### config.mk
export PLATFORM = sky130hd
export DESIGN_NAME = pipe_skid_reg
export DESIGN_NICKNAME = d
export VERILOG_FILES = /design/src/rtl/pipe_pkg.sv /design/src/rtl/pipe_skid_reg.sv
export SDC_FILE = /design/constraint.sdc
export NUM_CORES = 1
export LEC_CHECK = 0
export BUFFER_PORTS_ARGS = -buffer_cell sky130_fd_sc_hd__buf_2
export CORE_UTILIZATION = 55
export CTS_CLUSTER_DIAMETER = 80
export DETAILED_ROUTE_END_ITERATION = 16
export PLACE_DENSITY_LB_ADDON = 0.25
export RECOVER_POWER = 25
export SKIP_LAST_GASP = 1
export SLEW_MARGIN = 10
export SYNTH_ARGS = -nofsm -noshare
export SYNTH_HDL_FRONTEND = slang
export SYNTH_SLANG_ARGS = --single-unit
### constraint.sdc
create_clock -name clk_i -period 6.1 [get_ports clk_i]
set_input_delay 0.915 -clock clk_i [delete_from_list [all_inputs] [get_ports clk_i]]
set_output_delay 0.915 -clock clk_i [all_outputs]
set_load 0.01 [all_outputs]
### src/rtl/pipe_pkg.sv
// Shared pipeline definitions: state encoding for elastic stages and hazard blocks.
package pipe_pkg;

  localparam int unsigned STATE_W = 2;

  typedef logic [STATE_W-1:0] state_t;

  localparam state_t ST_EMPTY = 2'b00;
  localparam state_t ST_BUSY  = 2'b01;
  localparam state_t ST_FULL  = 2'b10;

endpackage

### src/rtl/pipe_skid_reg.sv
// Two-entry skid-buffer pipeline stage with registered ready; all outputs decode from state/main.
// Optional synchronous flush port enabled by defining PIPE_SKID_FLUSH_EN.
module pipe_skid_reg
  import pipe_pkg::*;
#(
  parameter int unsigned size = 32
) (
  input  logic            clk_i,
  input  logic            rst_i,
`ifdef PIPE_SKID_FLUSH_EN
  input  logic            flush_i,
`endif
  input  logic            valid_i,
  output logic            ready_o,
  input  logic [size-1:0] data_i,
  output logic            valid_o,
  input  logic            ready_i,
  output logic [size-1:0] data_o,
  output logic [1:0]      occ_o
);

  state_t          state, state_nxt;
  logic [size-1:0] main_q, main_nxt;
  logic [size-1:0] skid_q, skid_nxt;
  logic            fire_in, fire_out;

  // State and data registers
  always_ff @(posedge clk_i or negedge rst_i) begin
    if (!rst_i) begin
      state  <= ST_EMPTY;
      main_q <= '0;
      skid_q <= '0;
    end else begin
      state  <= state_nxt;
      main_q <= main_nxt;
      skid_q <= skid_nxt;
    end
  end

  assign fire_in  = valid_i & ready_o;
  assign fire_out = valid_o & ready_i;

  // Next-state and data-path selection
  always_comb begin
    state_nxt = state;
    main_nxt  = main_q;
    skid_nxt  = skid_q;
    case (state)
      ST_EMPTY: begin
        if (fire_in) begin
          state_nxt = ST_BUSY;
          main_nxt  = data_i;
        end
      end
      ST_BUSY: begin
        if (fire_in && !fire_out) begin
          state_nxt = ST_FULL;
          skid_nxt  = data_i;
        end else if (!fire_in && fire_out) begin
          state_nxt = ST_EMPTY;
        end else if (fire_in && fire_out) begin
          main_nxt  = data_i;
        end
      end
      ST_FULL: begin
        if (fire_out) begin
          state_nxt = ST_BUSY;
          main_nxt  = skid_q;
        end
      end
      default: state_nxt = ST_EMPTY;
    endcase
`ifdef PIPE_SKID_FLUSH_EN
    if (flush_i) begin
      state_nxt = ST_EMPTY;
      main_nxt  = '0;
      skid_nxt  = '0;
    end
`endif
  end

  // Output decode from registered state only
  always_comb begin
    occ_o = 2'd0;
    case (state)
      ST_BUSY: occ_o = 2'd1;
      ST_FULL: occ_o = 2'd2;
      default: occ_o = 2'd0;
    endcase
  end

  assign ready_o = (state != ST_FULL);
  assign valid_o = (state != ST_EMPTY);
  assign data_o  = main_q;

endmodule

**Yosys cells after proc, flatten, opt, wreduce, memory -nomap -nowiden**

Cells that the tools add are included.

- Bits in registers: 66
- Bits of input ports: 36
- Output and inout port bits: 36
- Logic and storage cells: 37

- Equal/unequal tests: 9
- Mux-type cells: 12
- Bitwise gates (word level): 2
- Reductions and logical operators: 11

Operator list:

| kind | count |
|---|---|
| 32-bit two-way mux | 5 |
| 32-bit one-hot mux with 3 select lines | 1 |
| 2-bit != test, second input constant | 6 |
| 2-bit two-way mux | 4 |
| 2-bit one-hot mux with 3 select lines | 1 |
| 6-bit AND reduction | 1 |
| 2-bit one-hot mux with 2 select lines | 1 |
| 1-bit logical AND | 3 |
| 3-bit != test, second input constant | 1 |
| 3-bit AND reduction | 1 |
| 3-bit nonzero test | 1 |
| 1-bit bitwise AND | 2 |
| 2-bit by 1-bit equality test with 1-bit output, second input constant | 1 |
| 2-bit equality test, second input constant | 1 |
| 1-bit logical NOT | 2 |
| 2-bit logical NOT | 1 |
| 2-bit AND reduction | 1 |
| 2-bit nonzero test | 1 |

**Longest topological paths before layout**

- Depth after elaboration: 7
- Mapped depth: 8
- Depth with buffers taken out: 7

**Least setup slack after synthesis**

Ideal clock, no wire load.

- Path kind: input-to-reg
- From: in valid_i
- To: reg main_q[0] (netlist: data_o[0])
- Arrival: 2151 ps
- Data required time: 5975 ps
- Setup slack: 3823 ps
- Stages: 7
- Path buffers: 1
- Path through: nand2_1 -> inv_1 -> ha_1 -> nor3b_1 -> o2bb2ai_2 -> buf_4 -> mux2_4

- Word-level cells in the longest chain between the ends: 5
- Elaborated cells between the ends (all ways): 10
- Classes of those cells: eq/ne: 4; bitwise: 1; reduce/logical: 5

RTL lines:

| element | line | source |
|---|---|---|
| from (decl) | pipe_skid_reg.sv:13 | `input logic valid_i,` |
| 1-bit bitwise AND * | pipe_skid_reg.sv:40 | `assign fire_in = valid_i & ready_o;` |
| 1-bit logical NOT | pipe_skid_reg.sv:59 | `end else if (!fire_in && fire_out) begin` |
| 1-bit logical AND | pipe_skid_reg.sv:59 |  |
| 2-bit != test (no line) | n/a |  |
| 6-bit AND reduction (no line) * | n/a |  |
| to (signal assigned) | pipe_skid_reg.sv:35 | `main_q <= main_nxt;` |
| to (decl) | pipe_skid_reg.sv:23 | `logic [size-1:0] main_q, main_nxt;` |

Mark *: on every way between the ends. The rest lies on a longest branch, timed or not.
A chain may end at the register's enable or synchronous reset.

**Worst setup path in the final report**

- From: reg state[1]
- To: reg main_q[13] (netlist: data_o[13])

- Word-level cells in the longest chain between the ends: 6
- Elaborated cells between the ends (all ways): 20
- Classes of those cells: eq/ne: 8; mux: 1; bitwise: 2; reduce/logical: 9

RTL lines:

| element | line | source |
|---|---|---|
| from (decl) | pipe_skid_reg.sv:22 | `state_t state, state_nxt;` |
| from (signal assigned) | pipe_skid_reg.sv:34 | `state <= state_nxt;` |
| 2-bit != test or 2-bit nonzero test (tied branches) | pipe_skid_reg.sv:92, pipe_skid_reg.sv:93 |  |
| 1-bit bitwise AND (on tied branches) | pipe_skid_reg.sv:40, pipe_skid_reg.sv:41 |  |
| 1-bit logical NOT (on tied branches) | pipe_skid_reg.sv:59, pipe_skid_reg.sv:56 |  |
| 1-bit logical AND (on tied branches) | pipe_skid_reg.sv:59, pipe_skid_reg.sv:56 |  |
| 2-bit != test (no line) | n/a |  |
| 6-bit AND reduction (no line) | n/a |  |

Parallel ways exist; a longest one is shown, timed or not.

==> results.cfg <==
[outcome]
status = finished clean

[clocking]
numCtsBuffers = 9
cts_setup_buffers = 0
clock-sinks = 66
postCtsHoldBufs = 0
path_clk_slew_ps = 70
cts_tree = built
h-tree-depth = 3
cts.path.max_buffers = 2
root_buffer = clkbuf_8
clk_latency_ps = 320
post_cts_resized = 0

[floorplanning]
die_h_um = 76.3
core_mm2 = 0.00520
start_util_pct = 58.4
io_pins = 72
die_area_mm2 = 0.00582
rows = 26
die_width_um = 76.3

[synth]
synth.area.top_cells = dfrtp_1 (54%), mux2_1 (24%), mux2_4 (9.9%)
ys_types = 18
ys_async_sr_fraction_pct = 100
synthDominantCellAreaShare_pct = 54.4
ys_ff_latch = 66
synth_edf_count = 0
yosysWarnings = 0
synth_xor_area_share_pct = 0
yosys.area_share.simple_pct = 1.73
synth_top_family_by_area = multiplexers
synth_mux_area_share_pct = 38.4
synth_area_per_cell_um2 = 16.1
synth_area_mm2 = 0.00304
synth_compound_area_share_pct = 0.865
synth_top_area_cell = dfrtp_1
ys_seq_area_share_pct = 54.4
synth_fp_nets = 228
synthAdderAreaFrac_pct = 1.24
ys.flop_type = dfrtp_1
syn_inst = 189

[detailed_routing]
num_vias = 1755
avgViaCountPerCell = 5.16
wl_per_cell_um = 15.3
first_iter_violations = 59
first_pass_iters = 2
drc = 0
routed_wl_mm = 5.22
drtAntennaViolNets = 0

[timing]
timing.final.crit_share_pct = 41.8
hold_viol_final = 0
finalSetupViolations = 0
tightest_slew_ps = 798
drv_slew = 0
slew_headroom_pct = 46.8
clock.fmax_ghz = 0.392
setup_slack_ps = 3550
rsz0062_at_grt = false
layout_min_cycle_time_ps = 2550
tns_ps = 0
fin_hold_ws_ps = 490
finClkSkew_ps = 6.87

[job]
cap_violations = 0

[pwr]
power.leakage_nw = 1.71
power_frac_seq_pct = 42.7
p_int_mw = 1.26
combPwrFrac_pct = 38.8
vdd_drop_max_uv = 429
power_density_mw_per_mm2 = 510
pwr-share-clk_pct = 18.5
p_sw_uw = 581
switching_share_pct = 31.6

[critical_path]
worst-setup-path-type = flip-flop to flip-flop
critPathTopFamily = simple AND/OR/NAND/NOR gates
path_cells = or2_2 -> nand2_1 -> inv_1 -> ha_1 -> nor3b_1 -> o2bb2ai_4 -> buf_4 -> mux2_2
reg2reg_depth = 8
cp.depth = 8
slowest_delay_ps = 470
end_kind = flip-flop
cp_max_fo = 32
cp_slowest_cell = buf_4
reg2reg_slack_ps = 3550
cp.arrival_ps = 2770
critPathLaunchType = flip-flop
critical_path_buf_inv_count = 2
cp.required_ps = 6320

[placement]
dp.cells = 324
hpwl_mm = 3.35
place.gp.congestion = 0.728
preCtsSetupSlack_ps = 3240
port-buffer-count = 71

[min_path]
whs_path_depth = 1
hold_path_class = flip-flop to flip-flop

[grt]
grt_start_max_net_pins = 67
grt_pass1_wl_mm = 9.22
grt_pass1_vias = 1952
track_usage_pct = 20.6
grt-ovfl-total = 0
antenna_found_initial = 0

[finish]
final-seq-area_mm2 = 0.00165
antenna-diode-count = 0
nets = 304
fin_util_pct = 69.3
stdcell_count = 340
syn_to_final_growth_pct = 18.7
drive_above_1_share_pct = 45.6
multi_input_area_mm2 = 0.00129
fillers = 379
[layout make-up]
cell class | instances | share of cell area, %
sequential | 66 | 45.8
multi-input combinational | 111 | 35.9
timing repair buffer | 74 | 10.5
clock buffer | 13 | 3.85
tap | 70 | 2.43
clock inverter | 3 | 1.11
inverter | 3 | 0.382
[kinds of logic after synthesis]
logic type,Yosys count
DFF,66
adders and majority gates,3
muxes,97
buffers and inverters,12
and+or+nand+nor,8
AOI/OAI and AO/OA,3
[metal layers]
metal,vias to the layer above,routed length (um),global-route usage (%)
li1,820,-,-
met1,877,2440,27.5
met2,47,2430,31.2
met3,11,243,4.91
met4,0,104,11.3
met5,-,0,0
[cell usage after synthesis (2+ instances only)]
library cell,count
mux2_2,12
ha_1,3
mux2_4,20
mux2_1,64
dfrtp_1,66
buf_8,3
inv_1,2
nand2_1,4
buf_4,6
[path summary, 6_finish.rpt]
check | endpoint | start
worst max-delay path | data_o[13] | state[1]
worst max register to register | data_o[13] | state[1]
max in group asynchronous | data_o[4] | rst_i
worst min-delay path | skid_q[4] | skid_q[4]
min in group asynchronous | data_o[0] | rst_i
worst min register to register | skid_q[4] | skid_q[4]
[power by group through the flow]
stage | Combinational [mW] | Clock (mW) | Sequential (mW)
after CTS | 0.725 | 0.348 | 0.787
after floorplan | 0.479 | 0 | 0.818
after detailed placement | 0.724 | 0 | 0.789
after global routing | 0.777 | 0.365 | 0.816
after global placement | 0.701 | 0 | 0.782
final | 0.713 | 0.340 | 0.785
[layout by cell type, fill, tap and decap left out, drive strengths merged]
master / count
inv: 3
nor3b: 1
o2bb2ai: 1
nand2: 4
o21ai: 1
o22ai: 1
ha: 3
clkbuf: 13
mux2i: 1
buf: 74
clkinv: 2
bufinv: 1
or2: 1
dfrtp: 66
and2b: 1
nand2b: 1
mux2: 96
[through the flow]
stage	instance area, um2	power (mW)
2_1_floorplan	3040	1.30
3_3_place_gp	3430	1.48
3_5_place_dp	3430	1.51
4_1_cts	3600	1.86
5_1_grt	3600	1.96
6_report	3600	1.84
[sequential cells by signal, summed over array words and instances (netlist names)]
| name | count |
|---|---|
| data_o | 32 |
| skid_q | 32 |
| state | 2 |
[worst reg2reg max path, stage by stage, from the launching register on]
cell       delay, ps
dfrtp_1          440
or2_2            330
nand2_1           90
inv_1             60
ha_1             170
nor3b_1          320
o2bb2ai_4        140
buf_4            470
mux2_2           420
No activity file was read; power rests on OpenSTA's default activity.
